### config.mk
export PLATFORM = sky130hd
export DESIGN_NAME = id_ex
export DESIGN_NICKNAME = d
export VERILOG_FILES = /design/src/rtl/id_ex.sv
export SDC_FILE = /design/constraint.sdc
export NUM_CORES = 1
export LEC_CHECK = 0
export BUFFER_PORTS_ARGS = -buffer_cell sky130_fd_sc_hd__buf_2
export CELL_PAD_IN_SITES_DETAIL_PLACEMENT = 0
export CELL_PAD_IN_SITES_GLOBAL_PLACEMENT = 1
export CORE_ASPECT_RATIO = 1.1
export CORE_MARGIN = 5
export CORE_UTILIZATION = 44
export DETAILED_ROUTE_END_ITERATION = 8
export PLACE_DENSITY_LB_ADDON = 0.1
export SLEW_MARGIN = 20
export SYNTH_ARGS = -nofsm -noshare
export SYNTH_HDL_FRONTEND = slang
export SYNTH_SLANG_ARGS = --single-unit
### constraint.sdc
create_clock -name clk -period 2.2 [get_ports clk]
set_input_delay 0.11 -clock clk [delete_from_list [all_inputs] [get_ports clk]]
set_output_delay 0.11 -clock clk [all_outputs]
set_load 0.02 [all_outputs]
### src/rtl/id_ex.sv
// ID/EX pipeline register: 2-entry elastic buffer (main + skid) between decode and execute.
// The ready output is registered, so execute-side backpressure never reaches decode combinationally.
module id_ex (
    input  logic        clk,
    input  logic        rst_n,
    input  logic [31:0] inst_i,
    input  logic [31:0] inst_addr_i,
    input  logic [31:0] op1_i,
    input  logic [31:0] op2_i,
    input  logic [4:0]  rd_addr_i,
    input  logic        reg_wen_i,
    input  logic        id_valid_i,
    output logic        id_ready_o,
    input  logic        flush_i,
    output logic [31:0] inst_o,
    output logic [31:0] inst_addr_o,
    output logic [31:0] op1_o,
    output logic [31:0] op2_o,
    output logic [4:0]  rd_addr_o,
    output logic        reg_wen_o,
    output logic        ex_valid_o,
    input  logic        ex_ready_i,
    output logic [1:0]  occ_o
);
    typedef struct packed {
        logic [31:0] inst;
        logic [31:0] addr;
        logic [31:0] op1;
        logic [31:0] op2;
        logic [4:0]  rd;
        logic        wen;
    } bundle_t;

    typedef enum logic [1:0] {EMPTY = 2'd0, ONE = 2'd1, FULL = 2'd2} state_t;

    localparam bundle_t NOP_B = '{32'h0000_0013, 32'h0, 32'h0, 32'h0, 5'h0, 1'b0};

    state_t  r_state, w_state_nxt;
    bundle_t r_main, w_main_nxt;
    bundle_t r_skid, w_skid_nxt;
    bundle_t w_in;
    logic    r_ready, w_ready_nxt;
    logic    w_accept, w_deliver;

    assign w_in      = '{inst_i, inst_addr_i, op1_i, op2_i, rd_addr_i, reg_wen_i};
    assign w_accept  = id_valid_i && r_ready;
    assign w_deliver = (r_state != EMPTY) && ex_ready_i;

    always_ff @(posedge clk or negedge rst_n) begin
        if (!rst_n) begin
            r_state <= EMPTY;
            r_main  <= NOP_B;
            r_skid  <= NOP_B;
            r_ready <= 1'b1;
        end else begin
            r_state <= w_state_nxt;
            r_main  <= w_main_nxt;
            r_skid  <= w_skid_nxt;
            r_ready <= w_ready_nxt;
        end
    end

    // Main is reloaded with NOP whenever it goes invalid so the outputs need no mux.
    always_comb begin
        w_state_nxt = r_state;
        w_main_nxt  = r_main;
        w_skid_nxt  = r_skid;
        if (flush_i) begin
            w_state_nxt = EMPTY;
            w_main_nxt  = NOP_B;
            w_skid_nxt  = NOP_B;
        end else begin
            case (r_state)
                EMPTY: begin
                    if (w_accept) begin
                        w_state_nxt = ONE;
                        w_main_nxt  = w_in;
                    end
                end
                ONE: begin
                    if (w_accept && w_deliver) begin
                        w_main_nxt = w_in;
                    end else if (w_accept) begin
                        w_state_nxt = FULL;
                        w_skid_nxt  = w_in;
                    end else if (w_deliver) begin
                        w_state_nxt = EMPTY;
                        w_main_nxt  = NOP_B;
                    end
                end
                FULL: begin
                    if (w_deliver) begin
                        w_state_nxt = ONE;
                        w_main_nxt  = r_skid;
                        w_skid_nxt  = NOP_B;
                    end
                end
                default: begin
                    w_state_nxt = EMPTY;
                    w_main_nxt  = NOP_B;
                    w_skid_nxt  = NOP_B;
                end
            endcase
        end
    end

    assign w_ready_nxt = (w_state_nxt != FULL);

    assign id_ready_o  = r_ready;
    assign ex_valid_o  = (r_state != EMPTY);
    assign occ_o       = r_state;
    assign inst_o      = r_main.inst;
    assign inst_addr_o = r_main.addr;
    assign op1_o       = r_main.op1;
    assign op2_o       = r_main.op2;
    assign rd_addr_o   = r_main.rd;
    assign reg_wen_o   = r_main.wen;
endmodule

### Word-level counts from Yosys, hierarchy flattened

Index checks and enable logic that the tools add are counted.

* bits in latches: 0
* output and inout bits: 138
* input bits: 139
* memory bits (read-only): 0
* memories kept: 0
* register bits: 271
* memory bits (writable): 0
* logic and storage cells: 48

* divide/modulo/power cells: 0
* reductions and logical operators: 7
* bitwise gates (word level): 0
* order comparisons: 0
* multiplexer cells: 17
* eq/ne operators: 10
* add/subtract/negate cells: 0
* shift operators: 0
* $mul: 0

Operator list (count)
* two-way mux 134 bit: 8
* case mux 134 bit (3 select lines): 2
* two-way mux 2 bit: 6
* inequality test 3 bit (second input constant): 4
* inequality test 4 bit (second input constant): 2
* AND reduction 4 bit: 2
* case mux 2 bit (3 select lines): 1
* inequality test 2 bit (second input constant): 2
* logical AND 1 bit: 3
* equality test 2 x 1 -> 1 bit (second input constant): 1
* equality test 2 bit (second input constant): 1
* logical NOT 2 bit: 1
* nonzero test 2 bit: 1

### Longest topological paths before layout

Gate-level depths: netlist (run 1).

* word-level depth: 8
* depth in mapped cells: 7
* depth with buffers taken out: 4

### Least setup slack after synthesis (run 1)

OpenSTA, ideal clock, no wires.

* path kind: register to register
* from: reg r_state[0] (netlist: occ_o[0])
* to: reg r_main, in the netlist op1_o[0]
* data arrival time: 1862 ps
* data required time: 2075 ps
* slack: 213 ps
* stages on the path, launching flop included: 8
* setup time: 125 ps
* cell sequence: dfrtp_1 > nor2b_1 > or3_4 > and2_4 > buf_6 > buf_6 > buf_6 > mux2_4

* cells in the longest elaborated chain, start to end: 6
* elaborated cells on any way between the ends: 14
* those cells by class: eq/ne (6); mux (3); reduce/logical (5)

RTL lines
* from (decl): line 38 `state_t r_state, w_state_nxt;`
* from (signal assigned): line 56 `r_state <= w_state_nxt;`
* nonzero test 2 bit: line 47 `assign w_deliver = (r_state != EMPTY) && ex_ready_i;`
* logical AND 1 bit: line 47
* logical AND 1 bit: line 81 `if (w_accept && w_deliver) begin`
* two-way mux 134 bit: line 81
* case mux 134 bit (3 select lines): line 73 `case (r_state)`
* two-way mux 134 bit: line 68 `if (flush_i) begin`
* to (signal assigned): line 57 `r_main <= w_main_nxt;`
* to (decl): line 39 `bundle_t r_main, w_main_nxt;`

Parallel ways exist; a longest one is shown, timed or not.
A chain may end at the register's enable or synchronous reset.

### Final worst setup path (run 1)

* from: reg r_state[0] (netlist: occ_o[0])
* to: reg r_main, in the netlist inst_addr_o[1]

The elaborated chain is that of the path after synthesis.

==> results of run 1 <==
-- worst paths after layout --
kind | startpoint | endpoint | slack [ns] | cells after the start
hold reg to reg | inst_o[0] | inst_o[0] | 0.49 | 2
setup / recovery | occ_o[0] | inst_addr_o[1] | 0.21 | 5
setup reg to reg | occ_o[0] | inst_addr_o[1] | 0.21 | 5
min in group asynchronous | rst_n | r_skid[119] | 0.12 | 2
max in group asynchronous | rst_n | r_skid[57] | 1.25 | 3
hold / removal | id_valid_i | id_ready_o | 0.08 | 4
-- power by group --
| part | switching, W | internal, W | total (W) |
|---|---|---|---|
| logic | 0.00141 | 0.00108 | 0.00249 |
| clock network | 0.00201 | 0.00301 | 0.00502 |
| registers | 0.000206 | 0.00532 | 0.00553 |
-- cell families after synthesis --
logic type / count (synthesis) / share of synthesized area
AOI/OAI and AO/OA: 304 / 0.155
and+or+nand+nor: 291 / 0.120
DFF: 271 / 0.494
muxes: 236 / 0.190
buffers and inverters: 124 / 0.0404
xor gates and xnor gates: 1 / 0.000638
-- synthesized netlist by cell type, types with 2 or more instances --
cell                        count
sky130_fd_sc_hd__a22o_1        26
sky130_fd_sc_hd__buf_2         36
sky130_fd_sc_hd__nand2_1        2
sky130_fd_sc_hd__buf_6          6
sky130_fd_sc_hd__mux2i_1      131
sky130_fd_sc_hd__mux2_4        31
sky130_fd_sc_hd__buf_1         12
sky130_fd_sc_hd__nand2b_1     133
sky130_fd_sc_hd__dfstp_2        7
sky130_fd_sc_hd__o21ai_0      131
sky130_fd_sc_hd__nor2b_1        5
sky130_fd_sc_hd__mux2_2        74
sky130_fd_sc_hd__clkbuf_1      66
sky130_fd_sc_hd__a22oi_1        3
sky130_fd_sc_hd__dfrtp_1      264
sky130_fd_sc_hd__nor2_1         6
sky130_fd_sc_hd__or2_2          5
sky130_fd_sc_hd__o21a_1         2
sky130_fd_sc_hd__inv_1          4
sky130_fd_sc_hd__nand3_1      132
sky130_fd_sc_hd__nor3_1         3
sky130_fd_sc_hd__o2bb2ai_1    131
sky130_fd_sc_hd__a21oi_1        9
-- sequential cells by signal, indices dropped and copies added, names as in the netlist --
name / flops
id_ready_o: 1
inst_addr_o: 32
inst_o: 32
occ_o: 2
op1_o: 32
op2_o: 32
r_skid: 134
rd_addr_o: 5
reg_wen_o: 1
-- repair_timing --
action                                 in CTS  in global routing
gates resized for setup                     0                  0
hold buffers                              136                  0
endpoints found under the hold margin     338                  0
setup buffers                               0                  0
-- through the flow --
step | cells | setup slack [ns] | total power (W) | util
after CTS | 2020 | 0.208 | 0.0132 | 0.587
after floorplan | 1227 | 0.213 | 0.00696 | -
after global placement | 1829 | 0.235 | 0.00793 | 0.510
after global routing | 2023 | 0.126 | 0.0137 | 0.587
final | 2023 | 0.208 | 0.0130 | 0.587
after detailed placement | 1829 | 0.237 | 0.00795 | 0.510
-- routing by layer --
metal	wire length [µm]	vias up	GRT usage
met2	18000	248	0.357
met4	952	0	0.0560
met3	1720	63	0.0284
li1	-	5189	-
met5	0	-	0
met1	17500	5339	0.302
-- area by class of cell --
type                            count  area [µm²]  share of cell area
Antenna cell                        3        7.51            0.000417
Clock buffer                       46         932              0.0518
Clock inverter                      9        70.1             0.00389
Inverter                            4        15.0            0.000834
Multi-Input combinational cell    832        6420               0.357
Sequential cell                   271        6790               0.377
Tap cell                          414         518              0.0288
Timing Repair Buffer              444        3250               0.180
-- worst reg2reg max path, delay by kind of cell, from the launching register on --
family          cells  cell delay, ns
simple gates        2            0.56
flops               1            0.42
mux                 1            0.41
compound gates      1            0.17
buf+inv             1            0.32
-- placed cells by master (no fill, tap or decap), types with 4 or more instances in the layout --
cell type,Yosys,final
sky130_fd_sc_hd__buf_4,0,13
sky130_fd_sc_hd__dfstp_2,7,7
sky130_fd_sc_hd__a22o_1,26,26
sky130_fd_sc_hd__a21oi_1,9,9
sky130_fd_sc_hd__or2_2,5,4
sky130_fd_sc_hd__nor2b_1,5,5
sky130_fd_sc_hd__o21ai_0,131,131
sky130_fd_sc_hd__nand3_1,132,132
sky130_fd_sc_hd__clkbuf_1,66,5
sky130_fd_sc_hd__dlygate4sd3_1,0,136
sky130_fd_sc_hd__o2bb2ai_1,131,131
sky130_fd_sc_hd__clkbuf_16,0,31
sky130_fd_sc_hd__mux2i_1,131,131
sky130_fd_sc_hd__dfrtp_1,264,263
sky130_fd_sc_hd__buf_2,36,274
sky130_fd_sc_hd__nand2b_1,133,133
sky130_fd_sc_hd__mux2_4,31,31
sky130_fd_sc_hd__nor2_1,6,4
sky130_fd_sc_hd__mux2_2,74,74
sky130_fd_sc_hd__clkbuf_8,0,10
sky130_fd_sc_hd__clkinv_2,0,8
sky130_fd_sc_hd__buf_12,0,20
sky130_fd_sc_hd__inv_1,4,4
==> impl_metrics.ini, run 1 <==
[layout]
area.growth.synth_to_final_pct = 31.0
fin_area_um2 = 18000
n_fill_cell = 2715
final_layout_size_suffix_gt1_frac = 0.301
layout.nets = 1722

[clocking]
ctsLongestPathBuffers = 3
ctsRootBufferMaster = sky130_fd_sc_hd__clkbuf_16
worstSkewPairLatency_ns = 0.55
cts.htree.levels = 1
clk_pin_slew_worst_paths_ns = 0.06
cts.sinks = 271
tritoncts = yes
cts_inserted_buffers = 30

[route]
ant_nets = 0
routed_via_density = 5.36
dr.pass1.iters = 4
route.detailed.drc = 0
num_vias = 10800
wirelength_per_cell_um = 18.9
routed_wl_um = 38200
drt-initial-drc-count = 682

[critical_path]
crit_path_arrival_time_ns = 2.42
required_time_reported_for_the_critical_path_endpoint_ns = 2.63
worstSetupEndpointType = flip-flop
worstPathCellList = or2_2 > a21oi_1 > and2_4 > buf_12 > mux2_2
criticalPathCategory = reg2reg
crit_path_max_incr_delay_ns = 0.42
critPathLaunchType = flip-flop
worst_path_max_delay_cell = sky130_fd_sc_hd__dfrtp_1
timing.critical_path.fanout_max = 56
critPathTopFamily = simple AND/OR/NAND/NOR gates
number_of_buffer_and_inverter_stages_on_the_critical_path = 1

[sta]
timing.setup.tns_ns = 0
rsz0062_at_grt = no
finalCritPeriodShare = 0.905
timing.final.setup_violations = 0
worst_clock_skew_ns = 0.00791
period_minus_slack_ns = 1.99
finalHoldViolations = 0
achievable-frequency_ghz = 0.502
drv_slew = 0
worst-slew-pin-transition_ns = 0.837
timing.slew.headroom = 0.442
hold_slack_ns = 0.0847

[global_route]
grt_pass1_vias = 11300
grt_antenna_before_repair = 3
grt_usage = 0.216
maximum_number_of_pins_on_one_net_before_global_route_repair = 107
grt-ovfl-total = 0
grt_pass1_wl_um = 62000

[floorplanning]
die_w_um = 178
floorplan.die_area_um2 = 34900
io_pins = 277
initial_core_util = 0.448
floorplan.rows = 67
core_area_um2 = 30700
chipHeight_um = 195

[power]
worst_ir_drop_vdd_mv = 0.466
power_density_nw_per_um2 = 724
leakagePower_nw = 7.83

[logic_synthesis]
synth_top_cell_by_area = sky130_fd_sc_hd__dfrtp_1
synth-edff-count = 0
yosys_most_used_dff = sky130_fd_sc_hd__dfrtp_1
mappedNetlistArea_um2 = 13700
yosys.cell_types.count = 31
postSynthRegisterBits = 271
yosysSeqAreaShare = 0.494
post_synth_main_area_contributors = sky130_fd_sc_hd__dfrtp_1 (48%), sky130_fd_sc_hd__mux2i_1 (9.5%), sky130_fd_sc_hd__o2bb2ai_1 (8.4%)
synthesized_area_per_cell_um2 = 11.2
synthesis.instances = 1227
synth.top_cell.area_share = 0.481
mappedNetlistNets = 1366
synthesis_warnings = 0
async_set_or_reset_flop_fraction_in_the_synthesized_netlist = 1.00

[hold_path]
worstHoldPathType = in2reg

[placed_design]
dp.final_hpwl_um = 22300
gpl.final_weighted_congestion = 0.745
placement.io_buffers = 276
placed_area_um2 = 15600

[status]
run_status = finished clean

[job]
drv_cap = 0
Note: power is estimated with default switching activity, not from simulation.
==> inputs of run 2 (changes only) <==
REMOVE_ABC_BUFFERS = 1   (was default)
==> impl_metrics.ini, run 2 (synthesized netlist as in run 1, its figures left out) <==
[status]
run_status = finished clean

[sta]
period_minus_slack_ns = 1.99
final.setup.worst_slack_ns = 0.212
worst_clock_skew_ns = 0.0109
timing.setup.tns_ns = 0
timing.final.setup_violations = 0
timing.slew.headroom = 0.520
finalHoldViolations = 0
rsz0062_at_grt = no
finalCritPeriodShare = 0.904
worst-slew-pin-transition_ns = 0.721
achievable-frequency_ghz = 0.503
drv_slew = 0

[clocking]
cts_repair_resize_count = 0
clk_pin_slew_worst_paths_ns = 0.06
cts-hold-fix-buffers = 136
cts.sinks = 271
cts.htree.levels = 1
cts_inserted_buffers = 30
ctsRootBufferMaster = sky130_fd_sc_hd__clkbuf_16
tritoncts = yes
post_cts.repair.setup_buffers = 0
ctsLongestPathBuffers = 3
worstSkewPairLatency_ns = 0.55

[layout]
ff_latch_area_um2 = 6790
area.growth.synth_to_final_pct = 31.6
n_antenna_cell = 0
multiInputGateArea_um2 = 6420
layout.nets = 1725
n_fill_cell = 2667
final_layout_size_suffix_gt1_frac = 0.304
register_with_the_most_flip_flops = r_skid
layout.cells.most_common = sky130_fd_sc_hd__buf_2
largest_register_ff_count = 134
fin_area_um2 = 18100
mostFrequentLayoutCells = sky130_fd_sc_hd__buf_2 (274), sky130_fd_sc_hd__dfrtp_1 (263), sky130_fd_sc_hd__dlygate4sd3_1 (136)

[power]
leakagePower_nw = 7.86
power_density_nw_per_um2 = 733
worst_ir_drop_vdd_mv = 0.536

[critical_path]
setup.worst_path.start = occ_o[0]
worstSetupEndpointType = flip-flop
criticalPathCategory = reg2reg
timing.rr.start = occ_o[0]
crit_path_arrival_time_ns = 2.42
critPathLaunchType = flip-flop
required_time_reported_for_the_critical_path_endpoint_ns = 2.63
timing.critical_path.fanout_max = 36

[global_route]
grt-ovfl-total = 0
maximum_number_of_pins_on_one_net_before_global_route_repair = 107
grt_antenna_before_repair = 1
grt_pass1_vias = 11400
grt_usage = 0.217
grt_pass1_wl_um = 62000

[floorplanning]
floorplan.die_area_um2 = 34900
chipHeight_um = 195
io_pins = 277
die_w_um = 178
initial_core_util = 0.448
floorplan.rows = 67
core_area_um2 = 30700

[route]
ant_nets = 0
dr.pass1.iters = 5
routed_wl_um = 38700
routed_via_density = 5.46
num_vias = 11100
route.detailed.drc = 0
drt-initial-drc-count = 637
wirelength_per_cell_um = 19.1

[job]
drv_cap = 0

[hold_path]
worst_hold_startpoint = id_valid_i
worstHoldPathType = in2reg

[placed_design]
placed_area_um2 = 15700
placement.io_buffers = 276
dp.final_hpwl_um = 23300
gpl.final_weighted_congestion = 0.745
preCtsSetupSlack_ns = 0.197
-- run 2: cell types whose count changed in the layout (fill, tap and decap cells not counted) --
cell                         before  now
sky130_fd_sc_hd__clkinv_2         8    7
sky130_fd_sc_hd__buf_12          20   22
sky130_fd_sc_hd__clkinvlp_4       0    3
sky130_fd_sc_hd__bufinv_16        1    2
sky130_fd_sc_hd__buf_4           13   14
sky130_fd_sc_hd__clkbuf_1         5    3
sky130_fd_sc_hd__diode_2          3    0
-- run 2: report_power, final --
group / total (W) / internal (W) / switching [W]
clock network: 0.00521 / 0.00313 / 0.00208
logic: 0.00251 / 0.00109 / 0.00141
registers: 0.00553 / 0.00532 / 0.000212
-- run 2: per-layer routing --
layer	routed length, µm	up-vias	GRT usage
met5	13	-	0
met4	818	2	0.0537
met3	1850	52	0.0346
met2	18900	260	0.369
met1	17100	5544	0.291
li1	-	5201	-
-- run 2: worst max-delay path, cell delays in order, from the launching register on --
cell                      delay, ns
sky130_fd_sc_hd__dfrtp_1       0.42
sky130_fd_sc_hd__or2_2         0.33
sky130_fd_sc_hd__a21oi_1       0.15
sky130_fd_sc_hd__and2_4        0.29
sky130_fd_sc_hd__buf_12        0.29
sky130_fd_sc_hd__mux2_2        0.37
-- run 2: layout make-up --
class	count	area share
clock buffers	44	0.0511
clock inverters	12	0.00650
inverters	4	0.000830
multi-input cells	832	0.355
flip-flops and latches	271	0.376
well taps	414	0.0286
repair buffers	447	0.182
-- run 2: final timing paths --
path / endpoint / slack, ns / depth (start not counted)
hold reg to reg: inst_o[1] / 0.49 / 2
hold / removal: id_ready_o / 0.07 / 4
min in group asynchronous: r_skid[124] / 0.10 / 2
setup / recovery: inst_addr_o[25] / 0.21 / 5
max in group asynchronous: r_skid[20] / 1.37 / 3
setup reg to reg: inst_addr_o[25] / 0.21 / 5
-- run 2: metrics by stage --
stage / power, W / hold WS, ns / std cells / util
floorplan: 0.00690 / -0.186 / 1107 / -
CTS: 0.0134 / 0.0483 / 2024 / 0.589
global route: 0.0139 / 0.113 / 2024 / 0.589
detailed placement: 0.00796 / 0.0870 / 1832 / 0.511
global placement: 0.00794 / 0.0864 / 1832 / 0.511
finish: 0.0133 / 0.0738 / 2024 / 0.589
==> inputs of run 3 (changes only) <==
--- a/config.mk
+++ b/config.mk
@@ -19,2 +19,3 @@
 export SYNTH_HDL_FRONTEND = slang
 export SYNTH_SLANG_ARGS = --single-unit
+export TNS_END_PERCENT = 20
==> constraint.sdc (replaced) <==
create_clock -name clk -period 2.2 [get_ports clk]
set_input_delay 0.22 -clock clk [delete_from_list [all_inputs] [get_ports clk]]
set_output_delay 0.22 -clock clk [all_outputs]
set_load 0.02 [all_outputs]
==> impl_metrics.ini, run 3 (synthesized netlist as in run 1, its figures left out) <==
[floorplanning]
floorplan.rows = 67
io_pins = 277
initial_core_util = 0.448
core_area_um2 = 30700
floorplan.die_area_um2 = 34900
chipHeight_um = 195
die_w_um = 178

[global_route]
grt-ovfl-total = 0
grt_pass1_wl_um = 62000
grt_antenna_before_repair = 5
grt_usage = 0.217
grt_pass1_vias = 11400
maximum_number_of_pins_on_one_net_before_global_route_repair = 76

[route]
ant_nets = 0
route.detailed.drc = 0
routed_via_density = 5.41
num_vias = 10900
drt-initial-drc-count = 477
routed_wl_um = 38600
wirelength_per_cell_um = 19.1
dr.pass1.iters = 6

[placed_design]
placement.io_buffers = 276
dp.final_hpwl_um = 23500
preCtsSetupSlack_ns = 0.315
placed_instances = 1840
gpl.final_weighted_congestion = 0.750
placed_area_um2 = 15800

[critical_path]
crit_top_cell = sky130_fd_sc_hd__buf_4
worstSetupEndpointType = output pin
worstPathCellList = buf_4 > buf_4 > or2_2 > buf_2
setup.worst_path.start = occ_o[0]
crit_path_max_incr_delay_ns = 0.38
criticalPathCategory = reg2out
number_of_buffer_and_inverter_stages_on_the_critical_path = 3
crit_path_arrival_time_ns = 1.76
timing.reg2reg.setup_slack_ns = 0.29
required_time_reported_for_the_critical_path_endpoint_ns = 1.98
critPathLaunchType = flip-flop
worst_path_max_delay_cell = sky130_fd_sc_hd__dfrtp_1
timing.critical_path.fanout_max = 19
timing.rr.start = occ_o[1]
critPathTopFamily = buffers and inverters

[clocking]
cts.sinks = 271
tritoncts = yes
post_cts.repair.setup_buffers = 0
cts_inserted_buffers = 34
ctsRootBufferMaster = sky130_fd_sc_hd__clkbuf_16
cts-hold-fix-buffers = 121
worstSkewPairLatency_ns = 0.50
clk_pin_slew_worst_paths_ns = 0.06
cts.htree.levels = 2
cts_repair_resize_count = 0
ctsLongestPathBuffers = 3

[power]
power_w = 0.0135
p_sw_w = 0.00376
switching_share = 0.278
combinationalPowerShare = 0.186
worst_ir_drop_vdd_mv = 0.602
leakagePower_nw = 7.89
power_density_nw_per_um2 = 746
pwr-share-clk = 0.404
seq_power_share = 0.409
cell_internal_pwr_w = 0.00975

[job]
drv_cap = 0

[sta]
timing.slew.headroom = 0.526
finalHoldViolations = 0
timing.setup.tns_ns = 0
period_minus_slack_ns = 1.98
final.setup.worst_slack_ns = 0.220
finalCritPeriodShare = 0.900
timing.final.setup_violations = 0
achievable-frequency_ghz = 0.505
worst_clock_skew_ns = 0.0107
worst-slew-pin-transition_ns = 0.711
drv_slew = 0
rsz0062_at_grt = no

[layout]
cell_count_final_fillers_out = 2023
register_with_the_most_flip_flops = r_skid
layout.nets = 1722
area.growth.synth_to_final_pct = 31.8
mostFrequentLayoutCells = sky130_fd_sc_hd__buf_2 (274), sky130_fd_sc_hd__dfrtp_1 (263), sky130_fd_sc_hd__nand2b_1 (133)
largest_register_ff_count = 134
final_layout_size_suffix_gt1_frac = 0.309
fin_area_um2 = 18100
layout.cells.most_common = sky130_fd_sc_hd__buf_2

[hold_path]
worst_hold_startpoint = op2_i[19]
worstHoldPathType = in2reg

[status]
run_status = finished clean
-- run 3: cell count changes in the layout (fill, tap and decap cells not counted), moves of 3 or more --
| cell | change |
|---|---|
| sky130_fd_sc_hd__clkbuf_16 | +6 |
| sky130_fd_sc_hd__buf_4 | +4 |
| sky130_fd_sc_hd__buf_12 | +4 |
| sky130_fd_sc_hd__clkinvlp_4 | -3 |
| sky130_fd_sc_hd__dlygate4sd3_1 | -15 |
| sky130_fd_sc_hd__clkbuf_1 | +5 |
-- run 3: metal layers --
metal | global-route usage | routed length [µm]
met4 | 0.0543 | 903
met1 | 0.293 | 17100
met5 | 0 | 34
met3 | 0.0429 | 2190
met2 | 0.359 | 18300
-- run 3: path summary, 6_finish.rpt --
check | cells after the start | to
setup / recovery | 4 | ex_valid_o
hold / removal | 3 | r_skid[25]
setup reg to reg | 6 | inst_o[19]
hold reg to reg | 2 | inst_o[1]
max in group asynchronous | 3 | r_skid[60]
min in group asynchronous | 2 | r_skid[113]
-- run 3: power groups by stage --
stage	Combinational, W	Clock [W]	Sequential [W]
floorplan	0.000934	0	0.00596
global placement	0.00235	0	0.00561
detailed placement	0.00238	0	0.00562
CTS	0.00255	0.00560	0.00553
global route	0.00272	0.00580	0.00556
finish	0.00252	0.00546	0.00553
-- run 3: worst reg2reg max path, cell delays in order, from the launching register on --
cell	delay, ns
sky130_fd_sc_hd__dfrtp_4	0.48
sky130_fd_sc_hd__buf_12	0.27
sky130_fd_sc_hd__nor2b_1	0.37
sky130_fd_sc_hd__nand2_1	0.16
sky130_fd_sc_hd__a21oi_2	0.16
sky130_fd_sc_hd__buf_4	0.23
sky130_fd_sc_hd__a22o_1	0.16
-- run 3: final cells by class --
type / count / area (µm²)
tap: 414 / 518
clock inverter: 7 / 38.8
multi-input combinational: 832 / 6420
fill: 2663 / 12600
antenna: 2 / 5.00
timing repair buffer: 440 / 3250
clock buffer: 53 / 1070
inverter: 4 / 15.0
sequential: 271 / 6790
-- run 3: stage by stage --
stage	hold WS (ns)	utilization
3_5_place_dp	0.152	0.515
2_1_floorplan	-0.0756	-
3_3_place_gp	0.155	0.515
4_1_cts	0.000203	0.590
5_1_grt	0.0105	0.590
6_report	0.00635	0.590
